## src/rtl/writeback_stage.sv

```systemverilog
// Writeback stage: registers the MEM/WB fields, extracts load data from the SRAM read port,
// drives the register-file write port, counts retired instructions and halts on HALT_INSN.
module writeback_stage #(
    parameter int          XLEN      = 32,
    parameter int          CNT_W     = 32,
    parameter logic [31:0] HALT_INSN = 32'h0000_0073
) (
    input  logic             CLK,
    input  logic             RSTn,
    input  logic             EN,
    input  logic             START,
    input  logic             MEM_in_valid,
    input  logic [31:0]      MEM_in_instr,
    input  logic [XLEN-1:0]  MEM_in_ALU_res,
    input  logic [XLEN-1:0]  MEM_in_pc4,
    input  logic [4:0]       MEM_in_rd,
    input  logic             MEM_in_RegWrite,
    input  logic             MEM_in_MemToReg,
    input  logic             MEM_in_Link,
    input  logic [2:0]       MEM_in_funct3,
    input  logic [XLEN-1:0]  MEM_mem_data,
    output logic             WB_RegWrite,
    output logic [4:0]       WB_rd,
    output logic [XLEN-1:0]  WB_wdata,
    output logic             WB_valid,
    output logic             WB_misaligned,
    output logic [CNT_W-1:0] WB_retire_cnt,
    output logic             WB_halted
);

    typedef enum logic [1:0] {
        ST_IDLE = 2'd0,
        ST_RUN  = 2'd1,
        ST_HALT = 2'd2
    } state_t;

    localparam logic [CNT_W-1:0] CNT_ONE = {{(CNT_W-1){1'b0}}, 1'b1};

    state_t            state_r;
    logic              halted_r;
    logic [CNT_W-1:0]  cnt_r;
    logic              valid_r;
    logic [31:0]       instr_r;
    logic [XLEN-1:0]   alu_res_r;
    logic [XLEN-1:0]   pc4_r;
    logic [4:0]        rd_r;
    logic              reg_write_r;
    logic              mem_to_reg_r;
    logic              link_r;
    logic [2:0]        funct3_r;

    logic              advance_s;
    logic              retire_s;
    logic              misaligned_s;
    logic [XLEN-1:0]   load_data_s;
    logic [XLEN-1:0]   wdata_s;

    // Unknown load encodings behave as LW, so only LH/LHU have a relaxed alignment rule.
    function automatic logic load_misaligned(input logic [1:0] off, input logic [2:0] f3);
        logic mis;
        case (f3)
            3'b000, 3'b100: mis = 1'b0;
            3'b001, 3'b101: mis = off[0];
            default:        mis = (off != 2'b00);
        endcase
        return mis;
    endfunction

    function automatic logic [XLEN-1:0] load_extract(input logic [XLEN-1:0] data,
                                                     input logic [1:0] off,
                                                     input logic [2:0] f3);
        logic [7:0]      b;
        logic [15:0]     h;
        logic [XLEN-1:0] res;
        b = data[{off, 3'b000} +: 8];
        h = data[{off[1], 4'b0000} +: 16];
        case (f3)
            3'b000:  res = {{(XLEN-8){b[7]}}, b};
            3'b100:  res = {{(XLEN-8){1'b0}}, b};
            3'b001:  res = {{(XLEN-16){h[15]}}, h};
            3'b101:  res = {{(XLEN-16){1'b0}}, h};
            default: res = data;
        endcase
        return res;
    endfunction

    assign advance_s = EN & START & (state_r != ST_HALT);
    assign retire_s  = EN & START & (state_r == ST_RUN) & valid_r;

    // Run/halt FSM with registered halt flag.
    always_ff @(posedge CLK or negedge RSTn) begin
        if (!RSTn) begin
            state_r  <= ST_IDLE;
            halted_r <= 1'b0;
        end else begin
            case (state_r)
                ST_IDLE: begin
                    if (START) begin
                        state_r <= ST_RUN;
                    end else begin
                        state_r <= ST_IDLE;
                    end
                    halted_r <= 1'b0;
                end
                ST_RUN: begin
                    if (retire_s && (instr_r == HALT_INSN)) begin
                        state_r  <= ST_HALT;
                        halted_r <= 1'b1;
                    end else begin
                        state_r  <= ST_RUN;
                        halted_r <= 1'b0;
                    end
                end
                ST_HALT: begin
                    state_r  <= ST_HALT;
                    halted_r <= 1'b1;
                end
                default: begin
                    state_r  <= ST_IDLE;
                    halted_r <= 1'b0;
                end
            endcase
        end
    end

    // MEM/WB pipeline registers, held whenever the pipe does not advance.
    always_ff @(posedge CLK or negedge RSTn) begin
        if (!RSTn) begin
            valid_r      <= 1'b0;
            instr_r      <= 32'h0000_0000;
            alu_res_r    <= {XLEN{1'b0}};
            pc4_r        <= {XLEN{1'b0}};
            rd_r         <= 5'd0;
            reg_write_r  <= 1'b0;
            mem_to_reg_r <= 1'b0;
            link_r       <= 1'b0;
            funct3_r     <= 3'b000;
        end else if (advance_s) begin
            valid_r      <= MEM_in_valid;
            instr_r      <= MEM_in_instr;
            alu_res_r    <= MEM_in_ALU_res;
            pc4_r        <= MEM_in_pc4;
            rd_r         <= MEM_in_rd;
            reg_write_r  <= MEM_in_RegWrite;
            mem_to_reg_r <= MEM_in_MemToReg;
            link_r       <= MEM_in_Link;
            funct3_r     <= MEM_in_funct3;
        end
    end

    // Retire counter: one count per instruction leaving the WB slot, wraps freely.
    always_ff @(posedge CLK or negedge RSTn) begin
        if (!RSTn) begin
            cnt_r <= {CNT_W{1'b0}};
        end else if (retire_s) begin
            cnt_r <= cnt_r + CNT_ONE;
        end
    end

    // Write-data select; SRAM data arrives this cycle so it is used unregistered.
    always_comb begin
        load_data_s  = load_extract(MEM_mem_data, alu_res_r[1:0], funct3_r);
        misaligned_s = valid_r & mem_to_reg_r & load_misaligned(alu_res_r[1:0], funct3_r);
        wdata_s      = alu_res_r;
        if (link_r) begin
            wdata_s = pc4_r;
        end else if (mem_to_reg_r) begin
            wdata_s = load_data_s;
        end else begin
            wdata_s = alu_res_r;
        end
    end

    assign WB_RegWrite   = valid_r & reg_write_r & (rd_r != 5'd0) & ~misaligned_s & (state_r == ST_RUN);
    assign WB_rd         = rd_r;
    assign WB_wdata      = wdata_s;
    assign WB_valid      = valid_r;
    assign WB_misaligned = misaligned_s;
    assign WB_retire_cnt = cnt_r;
    assign WB_halted     = halted_r;

endmodule

```

## config.mk

```make
export PLATFORM = sky130hd
export DESIGN_NAME = writeback_stage
export DESIGN_NICKNAME = d
export VERILOG_FILES = /design/src/rtl/writeback_stage.sv
export SDC_FILE = /design/constraint.sdc
export NUM_CORES = 1
export LEC_CHECK = 0
export ABC_AREA = 1
export CORE_ASPECT_RATIO = 1.1
export CORE_MARGIN = 2
export CORE_UTILIZATION = 49
export DETAILED_ROUTE_END_ITERATION = 10
export PLACE_DENSITY_LB_ADDON = 0.3
export SLEW_MARGIN = 20
export SYNTH_ARGS = -nofsm -noshare
export SYNTH_HDL_FRONTEND = slang
export SYNTH_SLANG_ARGS = --single-unit
```

## constraint.sdc

```tcl
create_clock -name CLK -period 1.62 [get_ports CLK]
set_input_delay 0.324 -clock CLK [delete_from_list [all_inputs] [get_ports CLK]]
set_output_delay 0.324 -clock CLK [all_outputs]
set_load 0.03 [all_outputs]
```

Yosys cells after proc, flatten, opt, wreduce, memory -nomap -nowiden
Index checks and enable logic that the tools add are counted.
W data, S select, Z words.
{ "word_totals": {"romBits": 0, "output_inout_bits": 73, "input_bits": 144, "elab_cells": 49, "latchBits": 0, "n_memories": 0, "ff_bits": 143, "ramBits": 0} }
{ "op_classes": {"n_eq_ne": 7, "n_lt_le_gt_ge": 0, "muxes": 9, "mul": 0, "bitwise_logic": 11, "div": 0, "shift": 2, "reduce_logical": 7, "add_sub_neg": 1} }
{ "ops": {"columns": ["op", "count"], "rows": [
  ["$pmux W32 S4", 1],
  ["$mux W32", 2],
  ["$add A32 B1 Y32 const B", 1],
  ["$eq A32 B7 Y1 const B", 1],
  ["$shiftx A32 B6 Y16", 1],
  ["$shiftx A32 B6 Y8", 1],
  ["$and A1 B1 Y1", 10],
  ["$eq A3 B3 Y1 const B", 2],
  ["$pmux W2 S3", 1],
  ["$reduce_bool A5 Y1", 1],
  ["$pmux W1 S2", 2],
  ["$reduce_or A2 Y1", 2],
  ["$eq A3 B1 Y1 const B", 1],
  ["$logic_not A3 Y1", 1],
  ["$eq A2 B1 Y1 const B", 1],
  ["$eq A2 B2 Y1 const B", 1],
  ["$logic_not A2 Y1", 1],
  ["$mux W1", 2],
  ["$mux W2", 1],
  ["$ne A2 B2 Y1 const B", 1],
  ["$reduce_bool A2 Y1", 1],
  ["$logic_and A1 B1 Y1", 1],
  ["$not A1 Y1", 1]
]} }

Longest topological paths before layout
{ "logic_depth": {"word_depth": 7, "mapped_depth": 12, "mapped_depth_nobuf": 12} }

Worst setup path after synthesis
OpenSTA, ideal clock, no wires.
{ "synth_timing": {"path_type": "register -> output", "startpoint": "register funct3_r[1]", "endpoint": "output port WB_RegWrite", "t_arrival_ns": 1.612, "path_buffers": 1, "setup_slack_ns": -0.316, "path_stages_with_launch": 7, "t_required_ns": 1.296, "cell_sequence": "dfrtp_1 > buf_4 > clkinv_2 > nand2_1 > nand3_1 > nor2_1 > a211oi_1"} }
{ "synth_between": {"elab_chain_len": 7, "word_cells_on_any_way": 11, "cone_classes": "eq/ne (3); mux (1); bitwise (4); reduce/logical (3)"} }
{ "synth_rtl": {"columns": ["element", "line", "rtl"], "rows": [
  ["start, declared", "50", "logic [2:0] funct3_r;"],
  ["start signal, assigned", "147", "funct3_r <= MEM_in_funct3;"],
  ["$eq A3 B1 Y1 (tied with other cells)", "61", "case (f3)"],
  ["$reduce_or A2 Y1", "61", null],
  ["$pmux W1 S2 *", "61", null],
  ["$and A1 B1 Y1 *", "163", "misaligned_s = valid_r & mem_to_reg_r & load_misaligned(alu_res_r[1:0], funct3_r);"],
  ["net WB_misaligned", "26", "output logic WB_misaligned,"],
  ["$not A1 Y1 *", "174", "assign WB_RegWrite = valid_r & reg_write_r & (rd_r != 5'd0) & ~misaligned_s & (state_r == ST_RUN);"],
  ["$and A1 B1 Y1 * (2 in series)", "174", null],
  ["end, declared", "22", "output logic WB_RegWrite,"]
]} }
Mark *: on every way through the listed nets, which the timed path passes. The rest lies on a longest branch.

Worst setup path after layout
{ "layout_timing": {"startpoint": "register alu_res_r[1]", "endpoint": "output port WB_wdata[13]"} }
{ "layout_between": {"elab_chain_len": 4, "word_cells_on_any_way": 5, "cone_classes": "shift (2); mux (3)"} }
{ "layout_rtl": {"columns": ["element", "line", "rtl"], "rows": [
  ["start, declared", "44", "logic [XLEN-1:0] alu_res_r;"],
  ["start signal, assigned", "131", "alu_res_r <= {XLEN{1'b0}};"],
  ["start signal, assigned", "141", "alu_res_r <= MEM_in_ALU_res;"],
  ["$shiftx A32 B6 Y16 or $shiftx A32 B6 Y8 (tied branches)", "76, 75", null],
  ["$pmux W32 S4 *", "77", "case (f3)"],
  ["$mux W32 *", "167", "end else if (mem_to_reg_r) begin"],
  ["$mux W32 *", "165", "if (link_r) begin"],
  ["end, declared", "24", "output logic [XLEN-1:0] WB_wdata,"]
]} }
Mark *: on every way between the ends. The rest lies on a longest branch, timed or not.

==> results.toml <==
[drt]
drt_iter0_markers = 601
vias = 7718
wire_per_inst_um = 18.71
route.detailed.drc = 0
vias_per_cell = 5.470
first_pass_iters = 5
wl_um = 26390
ant_nets = 0

[floorplanning]
core_region_area_um2 = 15620
die_h_um = 136.0
die_w_um = 124.0
initial_core_util_pct = 49.70
io_pins = 217
rows = 48
die-area_um2 = 16860

[timing]
fin_crit_ns = 2.298
fin_worst_hold_slack_ns = 0.3622
timing.fmax_ghz = 0.4352
hold_violations = 0
period_share_pct = 141.8
worst_pin_slew_ns = 0.4054
slew_headroom_pct = 72.97
grt_setup_unrepaired = "true"
finalSetupViolations = 37
final_max_slew_viol_count = 0
setup_ws_ns = -0.6779
tns_ns = -20.46
finalClockSkew_ns = 0.01543

[placement]
dp_slack_ns = -0.5958
dp_hpwl_um = 17020
place.gp.congestion = 0.9148
placedInstanceArea_um2 = 10850
portBuffers = 216
dp_cells = 1348

[setup_path]
arrival_ns = 1.97
worstPathCellList = "clkinv_4 > buf_12 > o21ai_2 > nor2_1 > nor2_1 > nand2_1 > nand2_2 > a21oi_4 > buf_6"
crit_slowest_cell = "dfrtp_2"
slowest_delay_ns = 0.45
worstPathMaxFanout = 6
required_ns = 1.30
endpoint_kind = "output port"
path_common_cell = "nor2_1"
start_kind = "flop"
crit_type = "flop to output port"
crit_family = "flip-flops"
cp_num_buf_inv = 3

[finish]
fill_cells = 929
final_layout_size_suffix_gt1_share_pct = 39.01
seq_area_um2 = 3592
finish.instance_area_um2 = 12530
multi_input_area_um2 = 4503
syn2layout_area_growth_pct = 61.48
fin_util_pct = 80.25
final_cells = 1411
final_nets = 1346

[clocking]
root_buffer = "clkbuf_16"
clk-insertion-delay-late_ns = 0.43
clk_pin_slew_ns = 0.07
cts_buffers = 17
cts.sinks = 143
cts_tree = "built"
clk_path_buf_depth = 2
cts-htree-levels = 4

[grt]
track_usage_pct = 28.70
grt_first_pass_wirelength_um = 36870
grt_start_max_net_pins = 37
grt_pass1_vias = 7437
grt_antenna_before_repair = 2
grt-ovfl-total = 0

[yosys]
syn-num-nets = 1030
post_synth.cell_area_avg_um2 = 8.808
async_flop_share_pct = 100.0
synth-seq-area-share_pct = 46.11
syn_area_um2 = 7760
syn_inst = 881
yosysWarnings = 0
synth_ff_type = "dfrtp_1"
synth-edff-count = 0
ys_ff_latch = 143
ys_types = 39

[power_and_ir_drop]
leakage_nw = 6.281
peakVddDrop_mv = 0.6094
powerDensity_nw_per_um2 = 666.0
fin_total_pwr_mw = 8.345

[run_status]
status = "finished with violations"
violations = "negative setup slack"

[flow_run]
drv_cap = 0

[hold_path]
min_path_type = "input pin to async pin"
==> cells in the final DEF (no fill, tap or decap), types with 29 or more instances in the layout <==
master and instances:
dfrtp_1 132, clkdlybuf4s50_1 140, nand2_1 157, nand3_2 29
buf_4 77, inv_1 38, nand2_2 52, nor2_1 122
mux2_2 76, buf_6 44, a21oi_1 50
==> where the power goes <==
part	internal, mW	switching [mW]
clock	2.33	1.70
sequential	3.58	0.0163
combinational	0.423	0.296
total	6.33	2.02
==> metal layers <==
| layer | up-vias | global-route usage (%) | wire, µm |
|---|---|---|---|
| li1 | 3537 | - | - |
| met1 | 3706 | 32.18 | 9775 |
| met2 | 368 | 49.54 | 13120 |
| met3 | 105 | 8.096 | 2100 |
| met4 | 2 | 14.48 | 1379 |
| met5 | - | 0 | 15 |
==> worst paths after layout <==
| check | start | slack, ns | to | cells past startpoint |
|---|---|---|---|---|
| hold / removal | RSTn | 0.36 | pc4_r[27] | 2 |
| hold reg to reg | alu_res_r[20] | 0.50 | alu_res_r[20] | 1 |
| setup reg to reg | state_r[1] | -0.06 | WB_retire_cnt[31] | 11 |
| setup / recovery | alu_res_r[1] | -0.68 | WB_wdata[13] | 9 |
| min in group CLK | MEM_in_MemToReg | 0.49 | mem_to_reg_r | 3 |
| max in group asynchronous | RSTn | 0.63 | funct3_r[1] | 3 |
==> synthesized netlist by cell type (2+ instances only) <==
cell	instances	area share, %
clkbuf_1	14	0.68
buf_4	6	0.58
inv_1	43	2.1
nor2_1	134	6.5
nor2_2	6	0.48
mux2_2	76	11
o21ai_1	7	0.45
o21ai_0	16	1.0
buf_2	10	0.64
mux2_1	4	0.58
nand2_2	10	0.81
o211ai_1	2	0.19
a21oi_1	68	4.4
nand3b_1	4	0.39
buf_6	6	0.87
dfrtp_1	143	46
nor3_2	2	0.26
and3_1	2	0.16
nand2_1	210	10
inv_2	4	0.19
nand4_1	6	0.48
nand3_1	43	2.8
ha_1	5	0.81
nor3_1	6	0.39
xor2_1	9	1.0
xnor2_1	7	0.79
nor2_4	7	1.0
mux2_4	20	3.9
==> layout make-up <==
class	count	area share (%)
timing repair buffer	329	26.89
multi-input combinational	655	35.94
antenna	1	0.01997
clock buffer	17	3.395
tap	200	1.997
sequential	143	28.67
inverter	50	1.677
clock inverter	15	1.388
timing repair inverter	1	0.02995
==> logic make-up after synthesis <==
group	Yosys count	share of synthesized area, %
simple gates	434	23.98
fa+ha+maj	5	0.8062
compound gates	96	6.369
mux	100	15.48
flops	143	46.11
buf+inv	86	5.240
xor+xnor	17	2.016
==> state kept, by name (all words and copies together), names as in the netlist, 2 cells and up <==
name / count
WB_rd: 5
WB_retire_cnt: 32
funct3_r: 3
alu_res_r: 32
pc4_r: 32
instr_r: 32
state_r: 2
==> what timing repair did <==
| item | 4_1_cts | 5_1_grt |
|---|---|---|
| buffers inserted | 12 | 8 |
| pin swaps | 28 | 44 |
| resized for setup | 141 | 148 |
| setup endpoints to repair | 111 | 167 |
| hold endpoints to repair | 29 | 0 |
| hold buffers | 1 | 0 |
| gates cloned | 3 | 8 |
No activity file was read; power rests on OpenSTA's default activity.
